## src/rtl/lsu_cmt_buffer.sv

```systemverilog
// Purpose : in-order completion buffer between the LSU and the PRF write / ROB completion ports.
// Latency : a push at cycle N shows at the head outputs at N+1; it can pop at N+1 if both readies are high.
// Backpressure: the LSU side has no ready, so completions are always absorbed; almost_full_o stalls issue.
//
// Ports:
//   clk, rst (async active-high), flush
//   ls_done_i + load/rd/rob/exception fields : completion push from the LSU
//   prf_wr_*  : valid/ready PRF write channel (address/data from the head entry)
//   rob_cmt_* : valid/ready ROB completion channel (index/exception from the head entry)
//   almost_full_o : count >= DEPTH-1
//   overflow_o    : sticky flag set when a completion had to be dropped
module lsu_cmt_buffer #(
    parameter int XLEN                 = 64,
    parameter int PHY_REG_ADDR_WIDTH   = 6,
    parameter int ROB_INDEX_WIDTH      = 4,
    parameter int EXCEPTION_CODE_WIDTH = 4,
    parameter int DEPTH                = 4
) (
    input  logic                            clk,
    input  logic                            rst,
    input  logic                            flush,
    input  logic                            ls_done_i,
    input  logic                            load_data_valid_i,
    input  logic [XLEN-1:0]                 load_data_i,
    input  logic [PHY_REG_ADDR_WIDTH-1:0]   rd_addr_i,
    input  logic [ROB_INDEX_WIDTH-1:0]      rob_index_i,
    input  logic                            exception_valid_i,
    input  logic [EXCEPTION_CODE_WIDTH-1:0] ecause_i,
    output logic                            prf_wr_valid_o,
    input  logic                            prf_wr_ready_i,
    output logic [PHY_REG_ADDR_WIDTH-1:0]   prf_wr_addr_o,
    output logic [XLEN-1:0]                 prf_wr_data_o,
    output logic                            rob_cmt_valid_o,
    input  logic                            rob_cmt_ready_i,
    output logic [ROB_INDEX_WIDTH-1:0]      rob_index_o,
    output logic                            exception_valid_o,
    output logic [EXCEPTION_CODE_WIDTH-1:0] ecause_o,
    output logic                            almost_full_o,
    output logic                            overflow_o
);

    localparam int AW = $clog2(DEPTH);
    localparam int CW = AW + 1;
    localparam logic [CW-1:0] DEPTH_CNT = CW'(DEPTH);
    localparam logic [CW-1:0] AF_CNT    = CW'(DEPTH - 1);

    // entry storage
    logic [XLEN-1:0]                 data_q   [DEPTH];
    logic [PHY_REG_ADDR_WIDTH-1:0]   rd_q     [DEPTH];
    logic [ROB_INDEX_WIDTH-1:0]      rob_q    [DEPTH];
    logic                            exc_q    [DEPTH];
    logic [EXCEPTION_CODE_WIDTH-1:0] ecause_q [DEPTH];
    logic                            need_q   [DEPTH];

    logic [AW-1:0] head_q;
    logic [AW-1:0] tail_q;
    logic [CW-1:0] count_q;
    logic          wr_done_q;
    logic          cmt_done_q;
    logic          overflow_q;

    logic not_empty;
    logic full;
    logic head_need;
    logic prf_fire;
    logic rob_fire;
    logic wr_ok;
    logic cmt_ok;
    logic pop;
    logic push_req;
    logic push;
    logic drop;
    logic push_need_wr;

    assign not_empty = (count_q != '0);
    assign full      = (count_q == DEPTH_CNT);
    assign head_need = need_q[head_q];

    // Valids depend only on registered state, never on the same channel's ready.
    assign prf_wr_valid_o  = not_empty & head_need & ~wr_done_q;
    assign rob_cmt_valid_o = not_empty & ~cmt_done_q;

    assign prf_fire = prf_wr_valid_o & prf_wr_ready_i;
    assign rob_fire = rob_cmt_valid_o & rob_cmt_ready_i;

    // Head retires once both channels are satisfied, counting handshakes of this cycle.
    assign wr_ok  = ~head_need | wr_done_q | prf_fire;
    assign cmt_ok = cmt_done_q | rob_fire;
    assign pop    = not_empty & wr_ok & cmt_ok & ~flush;

    // A pop in the same cycle frees the slot, so a push into a full buffer is still taken.
    assign push_req = ls_done_i & ~flush;
    assign push     = push_req & (~full | pop);
    assign drop     = push_req & full & ~pop;

    assign push_need_wr = load_data_valid_i & ~exception_valid_i & (rd_addr_i != '0);

    // Payload is forced to zero while empty so stale entries never leak out after flush/reset.
    assign prf_wr_addr_o     = not_empty ? rd_q[head_q]     : '0;
    assign prf_wr_data_o     = not_empty ? data_q[head_q]   : '0;
    assign rob_index_o       = not_empty ? rob_q[head_q]    : '0;
    assign exception_valid_o = not_empty ? exc_q[head_q]    : 1'b0;
    assign ecause_o          = not_empty ? ecause_q[head_q] : '0;

    assign almost_full_o = (count_q >= AF_CNT);
    assign overflow_o    = overflow_q;

    // Entry payload needs no reset: it is only observed while count is non-zero.
    always_ff @(posedge clk) begin
        if (push) begin
            data_q[tail_q]   <= load_data_i;
            rd_q[tail_q]     <= rd_addr_i;
            rob_q[tail_q]    <= rob_index_i;
            exc_q[tail_q]    <= exception_valid_i;
            ecause_q[tail_q] <= ecause_i;
            need_q[tail_q]   <= push_need_wr;
        end
    end

    always_ff @(posedge clk or posedge rst) begin
        if (rst) begin
            head_q     <= '0;
            tail_q     <= '0;
            count_q    <= '0;
            wr_done_q  <= 1'b0;
            cmt_done_q <= 1'b0;
            overflow_q <= 1'b0;
        end else begin
            if (drop) begin
                overflow_q <= 1'b1;
            end
            if (flush) begin
                head_q     <= '0;
                tail_q     <= '0;
                count_q    <= '0;
                wr_done_q  <= 1'b0;
                cmt_done_q <= 1'b0;
            end else begin
                if (push) begin
                    tail_q <= tail_q + AW'(1);
                end
                if (pop) begin
                    head_q     <= head_q + AW'(1);
                    wr_done_q  <= 1'b0;
                    cmt_done_q <= 1'b0;
                end else begin
                    if (prf_fire) begin
                        wr_done_q <= 1'b1;
                    end
                    if (rob_fire) begin
                        cmt_done_q <= 1'b1;
                    end
                end
                case ({push, pop})
                    2'b10:   count_q <= count_q + CW'(1);
                    2'b01:   count_q <= count_q - CW'(1);
                    default: count_q <= count_q;
                endcase
            end
        end
    end

endmodule

```

## config.mk

```make
export PLATFORM = sky130hd
export DESIGN_NAME = lsu_cmt_buffer
export DESIGN_NICKNAME = d
export VERILOG_FILES = /design/src/rtl/lsu_cmt_buffer.sv
export SDC_FILE = /design/constraint.sdc
export NUM_CORES = 1
export LEC_CHECK = 0
export ABC_AREA = 1
export BUFFER_PORTS_ARGS = -buffer_cell sky130_fd_sc_hd__buf_4
export CAP_MARGIN = 20
export CORE_MARGIN = 4
export CORE_UTILIZATION = 30
export DETAILED_ROUTE_END_ITERATION = 10
export PLACE_DENSITY = 0.47
export SYNTH_ARGS = -nofsm -noshare
export SYNTH_HDL_FRONTEND = slang
export SYNTH_SLANG_ARGS = --single-unit
```

## constraint.sdc

```tcl
create_clock -name clk -period 15.11 [get_ports clk]
set_clock_uncertainty 0.05 [all_clocks]
set_input_delay 0 -clock clk [delete_from_list [all_inputs] [get_ports clk]]
set_output_delay 0 -clock clk [all_outputs]
set_load 0.01 [all_outputs]
```

After elaboration in Yosys (flattened, before gate mapping)
Memory sizes are Yosys's and may differ from the RTL's.
Cells that the tools add are included.
W data, S select, Z words.
{ "classes": {"bitwise": 25, "n_eq_ne": 3, "n_lt_le_gt_ge": 1, "reduce_logical": 7, "mux": 19, "add_sub_neg": 4} }
{ "ops": {"columns": ["operator", "count"], "rows": [
  ["$mux W64", 1],
  ["$and A1 B1 Y1", 14],
  ["$reduce_bool A3 Y1", 4],
  ["$mux W1", 9],
  ["$mux W2", 4],
  ["$mux W4", 2],
  ["$not A1 Y1", 7],
  ["$mux W6", 1],
  ["$pmux W3 S2", 1],
  ["$reduce_bool A6 Y1", 1],
  ["$add A2 B1 Y2 const B", 2],
  ["$or A1 B1 Y1", 4],
  ["$reduce_bool A2 Y1", 2],
  ["$add A3 B1 Y3 const B", 1],
  ["$eq A3 B3 Y1 const B", 1],
  ["$ge A3 B2 Y1 const B", 1],
  ["$mux W3", 1],
  ["$sub A3 B1 Y3 const B", 1],
  ["$eq A2 B1 Y1 const B", 1],
  ["$eq A2 B2 Y1 const B", 1]
]} }
{ "totals": {"ram_bits": 320, "out_inout_bits": 83, "elab_cells": 71, "ff_bits": 10, "memories": 6} }
{ "memory_table": {"columns": ["name", "depth", "word_bits", "read_ports", "rd_clocked_by_memory_dff", "write_ports", "line_no", "rtl"], "rows": [
  ["data_q", 4, 64, 1, 0, 1, "48", "logic [XLEN-1:0] data_q [DEPTH];"],
  ["rd_q", 4, 6, 1, 0, 1, "49", "logic [PHY_REG_ADDR_WIDTH-1:0] rd_q [DEPTH];"],
  ["ecause_q", 4, 4, 1, 0, 1, "52", "logic [EXCEPTION_CODE_WIDTH-1:0] ecause_q [DEPTH];"],
  ["rob_q", 4, 4, 1, 0, 1, "50", "logic [ROB_INDEX_WIDTH-1:0] rob_q [DEPTH];"],
  ["exc_q", 4, 1, 1, 0, 1, "51", "logic exc_q [DEPTH];"],
  ["need_q", 4, 1, 1, 0, 1, "53", "logic need_q [DEPTH];"]
]} }

Logic depth before layout (Yosys ltp)
Gate-level depths: netlist (run 1).
{ "logic_depth": {"depth_word": 13, "depth_mapped": 14, "depth_no_buf": 13} }

Worst setup path after synthesis (run 1)
OpenSTA, ideal clock, no wires.
{ "synth_timing": {"path_kind": "reg-to-reg", "start": "register head_q[0]", "end": "memory data_q[0][0] (enable)", "path_buffers": 1, "path_stages_with_launch": 11, "synth_period_minus_slack_ns": 5.030, "arrival_ns": 4.461, "slack_ns": 10.080, "setup_ns": 0.519, "cell_sequence": "dfrtp_1 -> buf_4 -> inv_4 -> nand2_1 -> nand3_1 -> nand2_2 -> nand3_4 -> nand3_2 -> nand3_2 -> nand2_2 -> nor2_1"} }
{ "synth_between": {"elab_chain_len": 12, "elab_cells_between_ends": 14, "classes_between": "mux (2); bitwise (11); memory (1)"} }
{ "synth_rtl": {"columns": ["item", "line_no", "rtl"], "rows": [
  ["start, declared", "55", "logic [AW-1:0] head_q;"],
  ["start signal, assigned", "143", "head_q <= head_q + AW'(1);"],
  ["$mem_v2 Z4 W1 *", null, null],
  ["$and A1 B1 Y1 (2 in a row)", "80", "assign prf_wr_valid_o = not_empty & head_need & ~wr_done_q;"],
  ["$and A1 B1 Y1", "83", "assign prf_fire = prf_wr_valid_o & prf_wr_ready_i;"],
  ["$or A1 B1 Y1 *", "87", "assign wr_ok = ~head_need | wr_done_q | prf_fire;"],
  ["$and A1 B1 Y1 * (3 in a row)", "89", "assign pop = not_empty & wr_ok & cmt_ok & ~flush;"],
  ["$or A1 B1 Y1 *", "93", "assign push = push_req & (~full | pop);"],
  ["$and A1 B1 Y1 *", "93", null],
  ["$mux W1 *", "110", "if (push) begin"],
  ["$mux W1 (not written as such) *", "111", "data_q[tail_q] <= load_data_i;"],
  ["end, declared", "48", null]
]} }
Every way passes the cells marked *; elsewhere a longest branch is shown, timed or not.

Worst setup path after layout (run 1)
{ "layout_timing": {"start": "register head_q[1]", "end": "memory data_q[1][8] (enable)"} }
The elaborated chain is that of the path after synthesis.

==> flow_summary.json, run 1 <==
{
  "yosys.area.top_type_share_pct": 73.9,
  "yosys.cell_types.count": 29,
  "cp_top_family": "simple AND/OR/NAND/NOR gates",
  "timing.fmax_ghz": 0.212,
  "rows": 76,
  "routabilityCongestion": 0.716,
  "wl_per_cell_um": 17.3,
  "clock-sinks": 330,
  "cts-root-buf": "clkbuf_16",
  "cp-start-kind": "register",
  "crit_chain": "inv_4 > nand3_2 > nand2_2 > nand3_4 > nand3_2 > nand3_2 > nand2_2 > nor2_4 > buf_4",
  "power_frac_seq_pct": 40.9,
  "rsz0062_at_grt": "no",
  "cts_tree": "yes",
  "final_cell_mix": "nor2_1 (322), edfxtp_1 (320), buf_4 (176), o21ai_0 (152), dlygate4sd3_1 (89)",
  "peakVddDrop_uv": 72.8,
  "synth_cells": 1036,
  "slew_headroom_pct": 29.1,
  "crit_arrival_ns": 4.79,
  "p_per_area_nw_per_um2": 163,
  "criticalPathCategory": "reg -> reg",
  "io_pins": 169,
  "critPathRequiredTime_ns": 15.19,
  "setup_tns_ns": 0,
  "p_int_mw": 1.85,
  "min_from": "load_data_i[51]",
  "die_height_um": 216,
  "clkPwrFrac_pct": 29.3,
  "track_usage_pct": 13.6,
  "drv_slew": 0,
  "drt_iter0_drc": 425,
  "grt_pass1_vias": 8424,
  "p_switching_uw": 894,
  "seq_area_frac_synth_pct": 75.8,
  "die_w_um": 216,
  "via_per_inst": 4.41,
  "status": "completed",
  "synth_fp_nets": 1127,
  "insertion_delay_ns": 0.51,
  "ys_seq_elements": 330,
  "core_area_um2": 43000,
  "die-area_um2": 46800,
  "ctsResizeCount": 0,
  "num_vias": 8343,
  "final_common_cell": "nor2_1",
  "finalInstanceArea_um2": 16800,
  "hp-class": "in -> reg",
  "cp_slowest_cell": "dfrtp_4",
  "antenna_found_initial": 1,
  "tightest_slew_ns": 1.06,
  "drive_above_1_share_pct": 18.9,
  "leakage_nw": 6.03,
  "critical_path.max_stage_delay_ns": 1.14,
  "period_share_pct": 31.2,
  "start_util_pct": 30.3,
  "r2r_start": "head_q[1]",
  "syn-cell-area_um2": 13000,
  "critPathLaunch": "head_q[1]",
  "maxCapViolations": 0,
  "path_clk_slew_ns": 0.06,
  "htree_num_levels": 2,
  "synth_area_leaders": "edfxtp_1 (74%), nor2_1 (9.4%), o21ai_0 (5.8%)",
  "cts_setup_buffers": 0,
  "postCtsHoldBufs": 89,
  "cp_common_cell": "nand3_2",
  "clk_path_buf_depth": 3,
  "yosys_warnings": 0,
  "fin_crit_ns": 4.71,
  "swShare_pct": 32.6,
  "drt_wl_total_mm": 32.6,
  "n_antenna_cell": 0,
  "crit_buf_inv": 2,
  "area_growth_syn_to_layout_pct": 29.5,
  "avgSynthCellArea_um2": 12.6,
  "r2r_slack_ns": 10.40,
  "setup.worst_path.end_class": "register",
  "setup_viol": 0,
  "hold_violations": 0,
  "io_buffers": 168,
  "antenna_left": 0,
  "placed_cell_area_um2": 14900,
  "grt_pass1_wl_mm": 50.1,
  "synth_top_area_cell": "edfxtp_1",
  "dr.pass1.iters": 5,
  "cts-buffers-inserted": 36,
  "dpl.hpwl_mm": 18.6,
  "crit_fanout": 82,
  "power_frac_comb_pct": 29.8,
  "nets": 1372,
  "overflow": 0,
  "route.detailed.drc": 0,
  "grt_max_degree": 97
}
-- synth_stat cells (all sizes together) --
| cell type | n |
|---|---|
| nand3 | 14 |
| nor2 | 327 |
| clkbuf | 33 |
| fa | 1 |
| a21oi | 83 |
| nand2 | 26 |
| buf | 27 |
| ha | 4 |
| o21bai | 1 |
| inv | 24 |
| nand3b | 1 |
| a41oi | 1 |
| o21ai | 159 |
| o21a | 1 |
| a31oi | 1 |
| nor4 | 1 |
| edfxtp | 320 |
| nand4 | 1 |
| dfrtp | 10 |
| xor2 | 1 |
-- kinds of logic after synthesis --
family / after synthesis / share of synthesized area (%)
simple gates: 370 / 11.2
flops: 330 / 75.8
compound gates: 246 / 9.71
buf+inv: 84 / 2.71
fa+ha+maj: 5 / 0.539
xor+xnor: 1 / 0.0673
-- final cells by class --
cell class / instances / area (um2)
Inverter: 24 / 96.3
Sequential cell: 330 / 9870
Fill cell: 4140 / 26100
Timing Repair Buffer: 267 / 2250
Clock inverter: 17 / 116
Multi-Input combinational cell: 622 / 2830
Tap cell: 585 / 732
Clock buffer: 45 / 956
-- power by group through the flow --
stage,sequential [mW],combinational [mW],clock [mW]
floorplan,1.11,0.451,0
global placement,1.14,0.814,0
detailed placement,1.14,0.816,0
CTS,1.12,0.841,0.828
global route,1.13,0.913,0.868
finish,1.12,0.816,0.804
-- metrics by stage --
stage | power [mW] | cells | util, % | setup slack, ns | hold slack (ns)
floorplan | 1.56 | 1036 | - | 10.08 | -0.210
global placement | 1.96 | 1737 | 34.5 | 10.18 | -0.0153
detailed placement | 1.96 | 1738 | 34.6 | 10.21 | -0.0185
CTS | 2.79 | 1889 | 39.2 | 10.18 | 0.154
global route | 2.91 | 1890 | 39.2 | 9.98 | 0.164
finish | 2.74 | 1890 | 39.2 | 10.40 | 0.181
-- final timing paths --
kind / cells past startpoint / end
hold / removal: 2 / data_q[1][51]
min in group asynchronous: 4 / wr_done_q
hold reg to reg: 1 / overflow_o
max in group asynchronous: 4 / head_q[1]
setup reg to reg: 9 / data_q[1][8]
setup / recovery: 9 / data_q[1][8]
-- layer usage --
layer	vias to the layer above	part of all wire (%)	track usage (%)
li1	4145	-	-
met1	3996	49	19.6
met2	156	45	21.7
met3	44	3.9	2.54
met4	2	1.7	3.11
met5	-	0.040	0
-- state kept, by name, indices dropped and copies added (netlist names) --
| register | flops |
|---|---|
| rob_q | 16 |
| rd_q | 24 |
| ecause_q | 16 |
| head_q | 2 |
| exc_q | 4 |
| tail_q | 2 |
| data_q | 256 |
| overflow_o | 1 |
| need_q | 4 |
| wr_done_q | 1 |
| count_q | 3 |
| cmt_done_q | 1 |
Power figures use the tool's default switching activity.
==> run 2: changes to the inputs <==
Settings changed: PLACE_DENSITY 0.47 to 0.49.
Clock period 15.11 ns to 4.12 ns, I/O delays scaled along.
==> flow_summary.json, run 2 (synthesis gave the netlist of run 1 again) <==
{
  "status": "completed",
  "hold_violations": 0,
  "placed_cell_area_um2": 14900,
  "routabilityCongestion": 0.745,
  "largest-register": "data_q",
  "critPathRequiredTime_ns": 4.07,
  "layout.cells.non_filler": 1897,
  "holdWs_ns": 0.161,
  "grt_max_degree": 88,
  "die_w_um": 216,
  "path_clk_slew_ns": 0.06,
  "tightest_slew_ns": 1.00,
  "htree_num_levels": 2,
  "top_regs": "data_q: 256 flops, rd_q: 24 flops",
  "fin_crit_ns": 2.92,
  "drv_slew": 0,
  "drt_wl_total_mm": 33.3,
  "period_share_pct": 70.9,
  "placed_cells": 1744,
  "cts-buffers-inserted": 37,
  "crit_buf_inv": 2,
  "core_area_um2": 43000,
  "cp_top_family": "buffers and inverters",
  "r2r_cells": 9,
  "drive_above_1_share_pct": 19.3,
  "io_buffers": 168,
  "setup.worst_path.end_class": "output pin",
  "min_from": "load_data_i[32]",
  "drt_iter0_drc": 441,
  "r2r_end": "data_q[1][3]",
  "cts-root-buf": "clkbuf_16",
  "final_common_cell": "nor2_1",
  "antenna_found_initial": 1,
  "leakage_nw": 6.12,
  "wl_per_cell_um": 17.5,
  "crit_fanout": 73,
  "insertion_delay_ns": 0.52,
  "n_antenna_cell": 0,
  "peakVddDrop_uv": 362,
  "area_growth_syn_to_layout_pct": 30.6,
  "track_usage_pct": 14.0,
  "critical_path.max_stage_delay_ns": 0.75,
  "top_usage_layer": "met2",
  "min_path_cells": 2,
  "timing.fmax_ghz": 0.342,
  "crit_arrival_ns": 2.87,
  "cts_tree": "yes",
  "final_cell_mix": "nor2_1 (322), edfxtp_1 (320), buf_4 (181), o21ai_0 (152), dlygate4sd3_1 (89)",
  "cp-start-kind": "register",
  "clk_path_buf_depth": 3,
  "dr.pass1.iters": 4,
  "grt_pass1_wl_mm": 51.3,
  "place_ws_ns": 1.35,
  "r2r_start": "head_q[0]",
  "maxCapViolations": 0,
  "nets": 1379,
  "grt.met2_usage_pct": 22.4,
  "io_pins": 169,
  "route.detailed.drc": 0,
  "rows": 76,
  "die_height_um": 216,
  "cp_slowest_cell": "dfrtp_4",
  "dpl.hpwl_mm": 18.6,
  "criticalPathCategory": "reg -> out",
  "setup_viol": 0,
  "grt_pass1_vias": 8587,
  "via_per_inst": 4.49,
  "fin_ws_ns": 1.20,
  "start_util_pct": 30.3,
  "hp-class": "in -> reg",
  "final_util_pct": 39.5,
  "r2r_slack_ns": 1.40,
  "die-area_um2": 46800,
  "rsz0062_at_grt": "no",
  "crit_chain": "buf_4 > nor2_1 > nor2_1 > o21ai_0 > a21oi_1 > buf_4",
  "num_vias": 8516,
  "use_met3_pct": 2.57,
  "largest_reg_flops": 256,
  "finalInstanceArea_um2": 17000,
  "clock-sinks": 330,
  "use_met1_pct": 19.7,
  "ctsResizeCount": 0,
  "cts_setup_buffers": 0,
  "slew_headroom_pct": 33.1,
  "p_per_area_nw_per_um2": 606,
  "min_to": "data_q[3][32]",
  "n_fill_cell": 4195,
  "antenna_left": 0,
  "overflow": 0
}
[run 2: cell types whose count changed in the layout (fill, tap and decap cells not counted)]
| cell | previous run | this run |
|---|---|---|
| clkinv_8 | 0 | 2 |
| buf_4 | 176 | 181 |
| clkinvlp_4 | 5 | 0 |
| clkinv_1 | 5 | 6 |
| bufinv_16 | 1 | 3 |
| inv_6 | 0 | 2 |
| clkinv_2 | 7 | 4 |
| inv_8 | 0 | 1 |
| inv_2 | 1 | 2 |
| buf_16 | 0 | 1 |
[run 2: final cells by class]
class | count | area, um2 | area share, %
sequential | 330 | 9870 | 58.1
clock inverter | 18 | 194 | 1.14
timing repair buffer | 273 | 2320 | 13.6
tap | 585 | 732 | 4.31
inverter | 24 | 95.1 | 0.560
clock buffer | 45 | 956 | 5.63
multi-input combinational | 622 | 2830 | 16.6
[run 2: routing by layer]
| layer | routed length (um) | part of all wire [%] | vias up |
|---|---|---|---|
| met2 | 15300 | 46 | 171 |
| met3 | 1350 | 4.1 | 49 |
| met5 | 19 | 0.057 | - |
| li1 | - | - | 4169 |
| met4 | 649 | 2.0 | 2 |
| met1 | 15900 | 48 | 4125 |
[run 2: worst max-delay path by stage]
stage,cells past startpoint,from,to,slack [ns]
after global routing,6,head_q[0],prf_wr_data_o[62],0.93
final,6,head_q[0],prf_wr_data_o[50],1.20
after detailed placement,9,head_q[0],data_q[1][3],1.35
after CTS,6,head_q[0],rob_index_o[2],1.08
after floorplan,10,head_q[0],data_q[0][0],-0.91
after global placement,9,head_q[0],data_q[3][44],1.34
[run 2: report_power, final]
part           switching, mW  internal, mW
combinational           1.94          1.19
sequential             0.122          3.91
clock                   1.27          1.85
total                   3.33          6.96
[run 2: worst reg2reg max path, delay by kind of cell (launching register included)]
family,cells,cell delay [ns]
simple gates,8,0.91
buf+inv,1,0.61
flops,1,0.75
[run 2: timing repair]
action                     in CTS  in global routing
setup endpoints to repair       0                  0
hold endpoints to repair      340                  0
hold buffers                   89                  0
[run 2: stage by stage]
step | power [mW] | TNS (ns)
after CTS | 10.5 | 0
final | 10.3 | 0
after detailed placement | 7.25 | 0
after global routing | 10.9 | 0
after floorplan | 5.71 | -291.08
after global placement | 7.24 | 0
==> run 3: changes to the inputs <==
Clock period 4.12 ns to 2.6 ns, I/O delays scaled along.
==> flow_summary.json, run 3 (synthesis gave the netlist of run 1 again) <==
{
  "fin_ws_ns": 0.281,
  "largest_reg_flops": 256,
  "die_w_um": 216,
  "route.detailed.drc": 0,
  "timing.fmax_ghz": 0.431,
  "grt_max_degree": 160,
  "cts_tree": "yes",
  "die_height_um": 216,
  "io_pins": 169,
  "io_buffers": 168,
  "path_clk_slew_ns": 0.06,
  "start_util_pct": 30.3,
  "overflow": 0,
  "wl_per_cell_um": 17.9,
  "dr.pass1.iters": 5,
  "total_power_mw": 16.3,
  "maxCapViolations": 0,
  "p_per_area_nw_per_um2": 951,
  "final_util_pct": 39.8,
  "drv_slew": 0,
  "cts-root-buf": "clkbuf_16",
  "drt_iter0_drc": 542,
  "final_cell_mix": "nor2_1 (322), edfxtp_1 (320), buf_4 (171), o21ai_0 (152), dlygate4sd3_1 (89)",
  "n_fill_cell": 4158,
  "die-area_um2": 46800,
  "crit_fanout": 50,
  "routabilityCongestion": 0.694,
  "largest-register": "data_q",
  "cts-buffers-inserted": 37,
  "cp-start-kind": "register",
  "nets": 1381,
  "hp-class": "in -> reg",
  "cp_top_family": "simple AND/OR/NAND/NOR gates",
  "antenna_left": 0,
  "slew_headroom_pct": 61.0,
  "clk_path_buf_depth": 3,
  "multi_input_area_um2": 2830,
  "setup.worst_path.end_class": "register",
  "top_regs": "data_q: 256 flops, rd_q: 24 flops",
  "cp_slowest_cell": "dfrtp_4",
  "clock-sinks": 330,
  "grt_pass1_wl_mm": 50.8,
  "crit_arrival_ns": 2.46,
  "place_ws_ns": 0.390,
  "drive_above_1_share_pct": 19.0,
  "seq_area_um2": 9870,
  "setup_viol": 0,
  "leakage_nw": 6.15,
  "grt_pass1_vias": 8747,
  "period_share_pct": 89.2,
  "cp_common_cell": "nand3_2",
  "final_common_cell": "nor2_1",
  "tightest_slew_ns": 0.584,
  "rows": 76,
  "htree_num_levels": 2,
  "fin_crit_ns": 2.32,
  "critical_path.max_stage_delay_ns": 0.54,
  "peakVddDrop_uv": 579,
  "area_growth_syn_to_layout_pct": 31.6,
  "antenna_found_initial": 1,
  "drt_wl_total_mm": 34.0,
  "rsz0062_at_grt": "no",
  "insertion_delay_ns": 0.54,
  "crit_buf_inv": 2,
  "num_vias": 8663,
  "hold_violations": 0,
  "criticalPathCategory": "reg -> reg",
  "critPathRequiredTime_ns": 2.74,
  "layout.cells.non_filler": 1902,
  "crit_chain": "inv_4 > nand2_1 > nand3_1 > nand2_2 > nand3_4 > nand3_2 > nand3_2 > nand2_4 > nor2_4 > buf_12",
  "track_usage_pct": 13.8,
  "status": "completed",
  "dpl.hpwl_mm": 16.9,
  "placed_cells": 1745,
  "core_area_um2": 43000,
  "via_per_inst": 4.55
}
[run 3: cell count changes in the layout (fill, tap and decap cells not counted), moves of 2 or more]
cell,change
buf_4,-10
clkinv_1,+5
buf_12,+9
clkinv_8,-2
clkbuf_16,+4
clkbuf_1,+2
bufinv_16,-3
[run 3: power breakdown]
| group | total, mW | internal (mW) | switching [mW] | leakage [nW] |
|---|---|---|---|---|
| registers | 6.32 | 6.20 | 0.122 | 3.03 |
| clock network | 4.74 | 2.73 | 2.01 | 0.526 |
| logic | 5.22 | 2.04 | 3.18 | 2.59 |
[run 3: layer usage]
layer  part of all wire (%)  vias up  GRT usage [%]
met5                      0        -              0
met4                    2.0        0           4.54
met3                    4.7       46           2.62
met2                     47      195           22.5
met1                     46     4257           18.8
li1                       -     4165              -
[run 3: final timing paths]
check,startpoint,endpoint,slack [ns],depth (start not counted)
max,head_q[0],data_q[1][31],0.28,10
min,load_data_i[5],data_q[1][5],0.15,2
max reg2reg,head_q[0],data_q[1][31],0.28,10
min reg2reg,overflow_o,overflow_o,0.50,1
max in group asynchronous,rst,head_q[0],1.62,4
min in group asynchronous,rst,cmt_done_q,0.54,4
[run 3: repair_timing]
action | in CTS | in global routing
hold buffers | 89 | 0
hold endpoints to repair | 340 | 0
resized for setup | 0 | 2
setup buffers | 0 | 0
setup endpoints to repair | 0 | 19
[run 3: cell type report]
class | instances | area share [%]
clock buffer | 49 | 5.92
tap | 585 | 4.28
multi-input combinational | 622 | 16.6
antenna | 1 | 0.0146
timing repair buffer | 275 | 14.6
sequential | 330 | 57.7
inverter | 24 | 0.556
clock inverter | 16 | 0.424
[run 3: through the flow]
step	hold slack, ns	cell area, um2	TNS, ns
floorplan	-0.210	13000	-63.25
global placement	-0.0128	15100	0
detailed placement	-0.0128	15100	0
CTS	0.114	17000	0
global route	0.127	17100	0
finish	0.154	17100	0
